$ cat src/rtl/zl_dvbs_randomizer_pkg.sv
// Shared constants and types for the DVB-S energy-dispersal randomizer.
// The PRBS seed and polynomial follow the DVB-S 1+x^14+x^15 generator.
package zl_dvbs_randomizer_pkg;

  localparam logic [7:0]  TS_SYNC_BYTE   = 8'h47;
  localparam int          TS_PKT_LEN     = 188;
  localparam logic [15:0] DVBS_PRBS_POLY = 16'hC001;
  localparam logic [14:0] DVBS_PRBS_INIT = 15'h4A80;
  localparam int          DVBS_PKTS_PER_GROUP = 8;

  typedef enum logic {
    ST_HUNT = 1'b0,
    ST_RUN  = 1'b1
  } rnd_state_e;

endpackage

$ cat src/rtl/zl_dvbs_randomizer_lfsr.sv
// Fibonacci LFSR producing PRBS_width bits per step, first generated bit in the MSb.
// State bit [LFSR_width-1] is stage 1 of the serial register; poly bit i taps stage i.
module zl_lfsr #(
  parameter int LFSR_width = 15,
  parameter int PRBS_width = 8,
  parameter logic [LFSR_width:0]   LFSR_poly       = 16'hC001,
  parameter logic [LFSR_width-1:0] LFSR_init_value = 15'h4A80
) (
  input  logic                  clk,
  input  logic                  rst_n,
  input  logic                  stall,
  input  logic                  clear,
  output logic [PRBS_width-1:0] prbs
);

  function automatic logic [LFSR_width-1:0] tap_mask(input logic [LFSR_width:0] poly);
    logic [LFSR_width-1:0] m;
    m = '0;
    for (int i = 1; i <= LFSR_width; i++) begin
      m[LFSR_width-i] = poly[i];
    end
    return m;
  endfunction

  localparam logic [LFSR_width-1:0] TAPS = tap_mask(LFSR_poly);

  logic [LFSR_width-1:0] state_r;
  logic [LFSR_width-1:0] state_nxt_s;
  logic [PRBS_width-1:0] prbs_s;
  logic                  fb_s;

  // Unroll PRBS_width serial shifts to get the output byte and the advanced state.
  always_comb begin
    state_nxt_s = state_r;
    prbs_s      = '0;
    fb_s        = 1'b0;
    for (int k = 0; k < PRBS_width; k++) begin
      fb_s = ^(state_nxt_s & TAPS);
      prbs_s[PRBS_width-1-k] = fb_s;
      state_nxt_s = {fb_s, state_nxt_s[LFSR_width-1:1]};
    end
  end

  assign prbs = prbs_s;

  // Register update: clear reloads the seed and wins over advancing.
  always_ff @(posedge clk or negedge rst_n) begin
    if (!rst_n) begin
      state_r <= LFSR_init_value;
    end else if (clear) begin
      state_r <= LFSR_init_value;
    end else if (!stall) begin
      state_r <= state_nxt_s;
    end
  end

endmodule

$ cat src/rtl/zl_dvbs_randomizer.sv
// DVB-S energy dispersal: inverts every 8th sync byte and scrambles payload with the PRBS.
// Single output register stage with valid/ready on both sides.
module zl_dvbs_randomizer
  import zl_dvbs_randomizer_pkg::*;
#(
  parameter logic [15:0] LFSR_poly       = DVBS_PRBS_POLY,
  parameter logic [14:0] LFSR_init_value = DVBS_PRBS_INIT,
  parameter int          PKTS_PER_GROUP  = DVBS_PKTS_PER_GROUP,
  parameter int          PKT_LEN         = TS_PKT_LEN
) (
  input  logic       clk,
  input  logic       rst_n,
  input  logic [7:0] in_data,
  input  logic       in_sop,
  input  logic       in_valid,
  output logic       in_ready,
  output logic [7:0] out_data,
  output logic       out_sop,
  output logic       out_valid,
  input  logic       out_ready,
  output logic       sync_err
);

  localparam int         PKT_CNT_W = (PKTS_PER_GROUP > 1) ? $clog2(PKTS_PER_GROUP) : 1;
  localparam logic [7:0] LAST_BYTE = 8'(PKT_LEN - 1);

  rnd_state_e           state_r;
  logic [7:0]           byte_cnt_r;
  logic [PKT_CNT_W-1:0] pkt_cnt_r;
  logic [7:0]           out_data_r;
  logic                 out_sop_r;
  logic                 out_valid_r;
  logic                 sync_err_r;

  logic       accept_s;
  logic       group_start_s;
  logic       err_s;
  logic       to_hunt_s;
  logic       lfsr_stall_s;
  logic       lfsr_clear_s;
  logic [7:0] prbs_s;
  logic [7:0] data_s;

  assign in_ready     = !out_valid_r | out_ready;
  assign accept_s     = in_valid & in_ready;
  assign lfsr_stall_s = !accept_s;
  assign lfsr_clear_s = accept_s & group_start_s;

  zl_lfsr #(
    .LFSR_width     (15),
    .PRBS_width     (8),
    .LFSR_poly      (LFSR_poly),
    .LFSR_init_value(LFSR_init_value)
  ) u_lfsr (
    .clk  (clk),
    .rst_n(rst_n),
    .stall(lfsr_stall_s),
    .clear(lfsr_clear_s),
    .prbs (prbs_s)
  );

  // Classify the incoming byte: group start, framing error, or regular payload.
  always_comb begin
    group_start_s = 1'b0;
    err_s         = 1'b0;
    to_hunt_s     = 1'b0;
    data_s        = in_data;
    if (state_r == ST_HUNT) begin
      group_start_s = in_sop;
    end else if (in_sop) begin
      err_s         = (byte_cnt_r != 8'd0);
      group_start_s = err_s | (pkt_cnt_r == PKT_CNT_W'(0));
    end else begin
      err_s     = (byte_cnt_r == 8'd0);
      to_hunt_s = err_s;
    end

    if (group_start_s) begin
      data_s = ~in_data;
    end else if ((state_r == ST_RUN) && !in_sop && (byte_cnt_r != 8'd0)) begin
      data_s = in_data ^ prbs_s;
    end else begin
      data_s = in_data;
    end
  end

  // FSM, packet/byte counters and the output register.
  always_ff @(posedge clk or negedge rst_n) begin
    if (!rst_n) begin
      state_r     <= ST_HUNT;
      byte_cnt_r  <= 8'd0;
      pkt_cnt_r   <= PKT_CNT_W'(0);
      out_data_r  <= 8'd0;
      out_sop_r   <= 1'b0;
      out_valid_r <= 1'b0;
      sync_err_r  <= 1'b0;
    end else begin
      sync_err_r <= accept_s & err_s;
      if (in_ready) begin
        out_valid_r <= in_valid;
      end
      if (accept_s) begin
        out_data_r <= data_s;
        out_sop_r  <= in_sop;
        case (state_r)
          ST_HUNT: begin
            pkt_cnt_r <= PKT_CNT_W'(0);
            if (in_sop) begin
              state_r    <= ST_RUN;
              byte_cnt_r <= 8'd1;
            end else begin
              byte_cnt_r <= 8'd0;
            end
          end
          ST_RUN: begin
            if (group_start_s) begin
              byte_cnt_r <= 8'd1;
              pkt_cnt_r  <= PKT_CNT_W'(0);
            end else if (to_hunt_s) begin
              state_r    <= ST_HUNT;
              byte_cnt_r <= 8'd0;
              pkt_cnt_r  <= PKT_CNT_W'(0);
            end else if (byte_cnt_r == LAST_BYTE) begin
              byte_cnt_r <= 8'd0;
              pkt_cnt_r  <= pkt_cnt_r + PKT_CNT_W'(1);
            end else begin
              byte_cnt_r <= byte_cnt_r + 8'd1;
            end
          end
          default: begin
            state_r    <= ST_HUNT;
            byte_cnt_r <= 8'd0;
            pkt_cnt_r  <= PKT_CNT_W'(0);
          end
        endcase
      end
    end
  end

  assign out_data  = out_data_r;
  assign out_sop   = out_sop_r;
  assign out_valid = out_valid_r;
  assign sync_err  = sync_err_r;

endmodule
$ cat config.mk
export PLATFORM = sky130hd
export DESIGN_NAME = zl_dvbs_randomizer
export DESIGN_NICKNAME = d
export VERILOG_FILES = /design/src/rtl/zl_dvbs_randomizer_pkg.sv /design/src/rtl/zl_dvbs_randomizer_lfsr.sv /design/src/rtl/zl_dvbs_randomizer.sv
export SDC_FILE = /design/constraint.sdc
export NUM_CORES = 1
export LEC_CHECK = 0
export CELL_PAD_IN_SITES_DETAIL_PLACEMENT = 1
export CELL_PAD_IN_SITES_GLOBAL_PLACEMENT = 2
export CORE_ASPECT_RATIO = 0.7
export CORE_MARGIN = 2
export CORE_UTILIZATION = 37
export DETAILED_ROUTE_END_ITERATION = 16
export HOLD_SLACK_MARGIN = 0.02
export PLACE_DENSITY = 0.83
export SYNTH_ARGS = -nofsm -noshare
export SYNTH_HDL_FRONTEND = slang
export SYNTH_SLANG_ARGS = --single-unit
$ cat constraint.sdc
create_clock -name clk -period 5.5 [get_ports clk]
set_clock_uncertainty 0.1 [all_clocks]
set_input_delay 1.1 -clock clk [delete_from_list [all_inputs] [get_ports clk]]
set_output_delay 1.1 -clock clk [all_outputs]
set_load 0.01 [all_outputs]
==> impl_metrics.tcl <==
set metrics [dict create \
    min_to "out_data[0]" \
    pin_count 25 \
    r2r_setup_slack_ns 2.66 \
    yosysUniqueCellTypes 42 \
    antenna_found_initial 0 \
    synth_top_cell_area_share_pct 41.6 \
    cp_max_fo 6 \
    setup_slack_ns 1.96 \
    syn_area_sq_um 2050 \
    cts_buffers 5 \
    grt_overflow_total 0 \
    yosysTopAreaCell "dfrtp_1" \
    cts.sinks 38 \
    synth_cells 213 \
    synth_xor_area_share_pct 4.28 \
    power.density_nw_per_um2 361 \
    synthTopCellsByArea "dfrtp_1 (42%), nand2_1 (6.1%), dfstp_2 (5.1%), o31ai_1 (4.8%), xnor2_1 (3.4%)" \
    drt_iter0_markers 86 \
    ctsResizeCount 0 \
    ant_nets 0 \
    period_share_pct 64.4 \
    first_global_vias 1652 \
    async_flop_share_pct 100 \
    grt_usage_pct 18.6 \
    synth_top_flop_cell "dfrtp_1" \
    crit_type "in2out" \
    vias 1660 \
    diodes 0 \
    holdBufCountCts 0 \
    fin_tns_setup_ns 0 \
    gp_congestion 0.735 \
    ys_seq_area_share_pct 46.7 \
    ys_ff_latch 38 \
    clk_pin_slew_ns 0.08 \
    finalMaxSlewViolations 0 \
    post-place-ws_ns 1.97 \
    vias_per_cell 5.42 \
    synth_edf_count 0 \
    r2r.worst_path.cells 9 \
    synth_fa_ha_area_share_pct 3.06 \
    rsz0062_at_grt "false" \
    wl_per_cell_um 16.6 \
    min-delay-start "out_data[0]" \
    drt_pass1_iterations 5 \
    drive_gt1_share_pct 9.40 \
    clkLatencyLatePin_ns 0.30 \
    cts_setup_buffers 0 \
    ys_warn_count 0 \
    drc 0 \
    die_x_um 92.9 \
    max_cap_violations 0 \
    core.rowCount 22 \
    r2r_start "byte_cnt_r[0]" \
    synth-compound-area-share_pct 19.7 \
    cts_tree "done" \
    clk_path_buf_depth 2 \
    final_util_pct 46.9 \
    finalSetupViolations 0 \
    leakage_nw 1.04 \
    endpoint_kind "output pin" \
    max-vdd-ir-drop_mv 0.188 \
    relSlewSlack_pct 42.5 \
    synthSimpleGateAreaFrac_pct 21.3 \
    area_growth_pct 21.2 \
    hpwlAfterDp_mm 3.54 \
    fin_cells 306 \
    critPathRequiredTime_ns 4.30 \
    synth_most_common_cell "dfrtp_1" \
    grt_max_degree 39 \
    reg2reg_to "byte_cnt_r[4]" \
    dpl.cell_count 298 \
    finalWirelength_mm 5.07 \
    syn-num-nets 231 \
    die_h_um 66.2 \
    synth_top_family_by_area "simple AND/OR/NAND/NOR gates" \
    dieArea_sq_um 6150 \
    grt_pass1_wl_mm 8.68 \
    cp-start-kind "input port" \
    avgSynthCellArea_sq_um 9.61 \
    core_sq_um 5290 \
    cts_root_buffer "clkbuf_8" \
    finalHoldViolCount 0 \
    synthTopCellsByCount "dfrtp_1 (34), nand2_1 (33), o31ai_1 (13)" \
    htreeDepth 2 \
    period_needed_ns 3.54 \
    synthMuxAreaShare_pct 1.10 \
    tightest_slew_ns 0.862 \
    status "finished, final reports clean" \
    port_buffers 24 \
    crit_arrival_ns 2.34 \
    initial_core_util_pct 38.7 \
    fmax_mhz 282 \
    whs_path_depth 2 \
    hold_path_class "reg2reg" \
    final_nets 251 \
]
-- per-layer routing --
metal | GRT usage, % | vias up | part of all wire, %
met4 | 6.62 | 0 | 1.2
met1 | 28.9 | 805 | 55
met3 | 3.88 | 5 | 3.9
met2 | 24.9 | 29 | 39
li1 | - | 821 | -
met5 | 0 | - | 0
-- through the flow --
stage                     total power [W]  cell area [sq um]  hold WS (ns)
after floorplan                  0.000517               2050         0.348
after global placement           0.000598               2340         0.367
after detailed placement         0.000603               2340         0.372
after CTS                        0.000907               2480         0.392
after global routing             0.000949               2480         0.406
final                            0.000897               2480         0.384
-- critical path, stage by stage --
cell and delay [ns]:
clkdlybuf4s50_1 0.45, nand2b_1 0.21, clkdlybuf4s50_1 0.58
-- layout make-up --
| class | instances | area [sq um] |
|---|---|---|
| inverter | 6 | 22.5 |
| clock inverter | 2 | 60.1 |
| fill | 610 | 2800 |
| tap | 72 | 90.1 |
| sequential | 38 | 956 |
| clock buffer | 6 | 82.6 |
| timing repair buffer | 27 | 258 |
| multi-input combinational | 155 | 1010 |
-- state kept, by name, summed over array words and instances (netlist names) --
signal and cells:
byte_cnt_r 8, out_data 8, out_sop 1, out_valid 1
pkt_cnt_r 3, state_r 1, sync_err 1, u_lfsr.state_r 15
-- report_power, final --
part,switching (W),leakage (nW),total (W),internal (W)
Sequential,0.0000422,0.479,0.000368,0.000326
Clock,0.000106,0.0714,0.000299,0.000194
Combinational,0.000128,0.492,0.000229,0.000101
Total,0.000276,1.04,0.000897,0.000621
-- how the worst max path moves through the flow --
stage	start	endpoint	slack, ns	depth (start not counted)
6_report	out_ready	in_ready	1.96	3
5_1_grt	out_ready	in_ready	1.89	3
4_1_cts	out_ready	in_ready	1.96	3
3_5_place_dp	out_ready	in_ready	1.97	3
3_3_place_gp	out_ready	in_ready	1.98	3
2_1_floorplan	out_ready	in_ready	2.98	1
-- logic make-up after synthesis --
group	Yosys count
AOI/OAI and AO/OA	55
xor gates and xnor gates	10
adders and majority gates	5
buffers and inverters	20
DFF	38
muxes	2
and+or+nand+nor	83
-- cell usage in the layout, fill, tap and decap left out, drive strengths merged, types with 2 or more instances in the layout --
| master | instances |
|---|---|
| o21a | 8 |
| and4 | 3 |
| o21ai | 3 |
| and2 | 2 |
| nor4 | 4 |
| clkdlybuf4s50 | 23 |
| nand3 | 9 |
| clkbuf | 6 |
| nor2 | 6 |
| bufinv | 2 |
| a21oi | 5 |
| nand2b | 6 |
| a31oi | 5 |
| inv | 6 |
| mux2 | 2 |
| nand4 | 2 |
| ha | 5 |
| nand2 | 33 |
| a211oi | 9 |
| nor3 | 11 |
| buf | 4 |
| a221o | 3 |
| nor3b | 2 |
| xor2 | 2 |
| a41oi | 2 |
| dfrtp | 34 |
| xnor2 | 8 |
| dfstp | 4 |
| o31ai | 13 |
(Power assumes the default switching activity.)
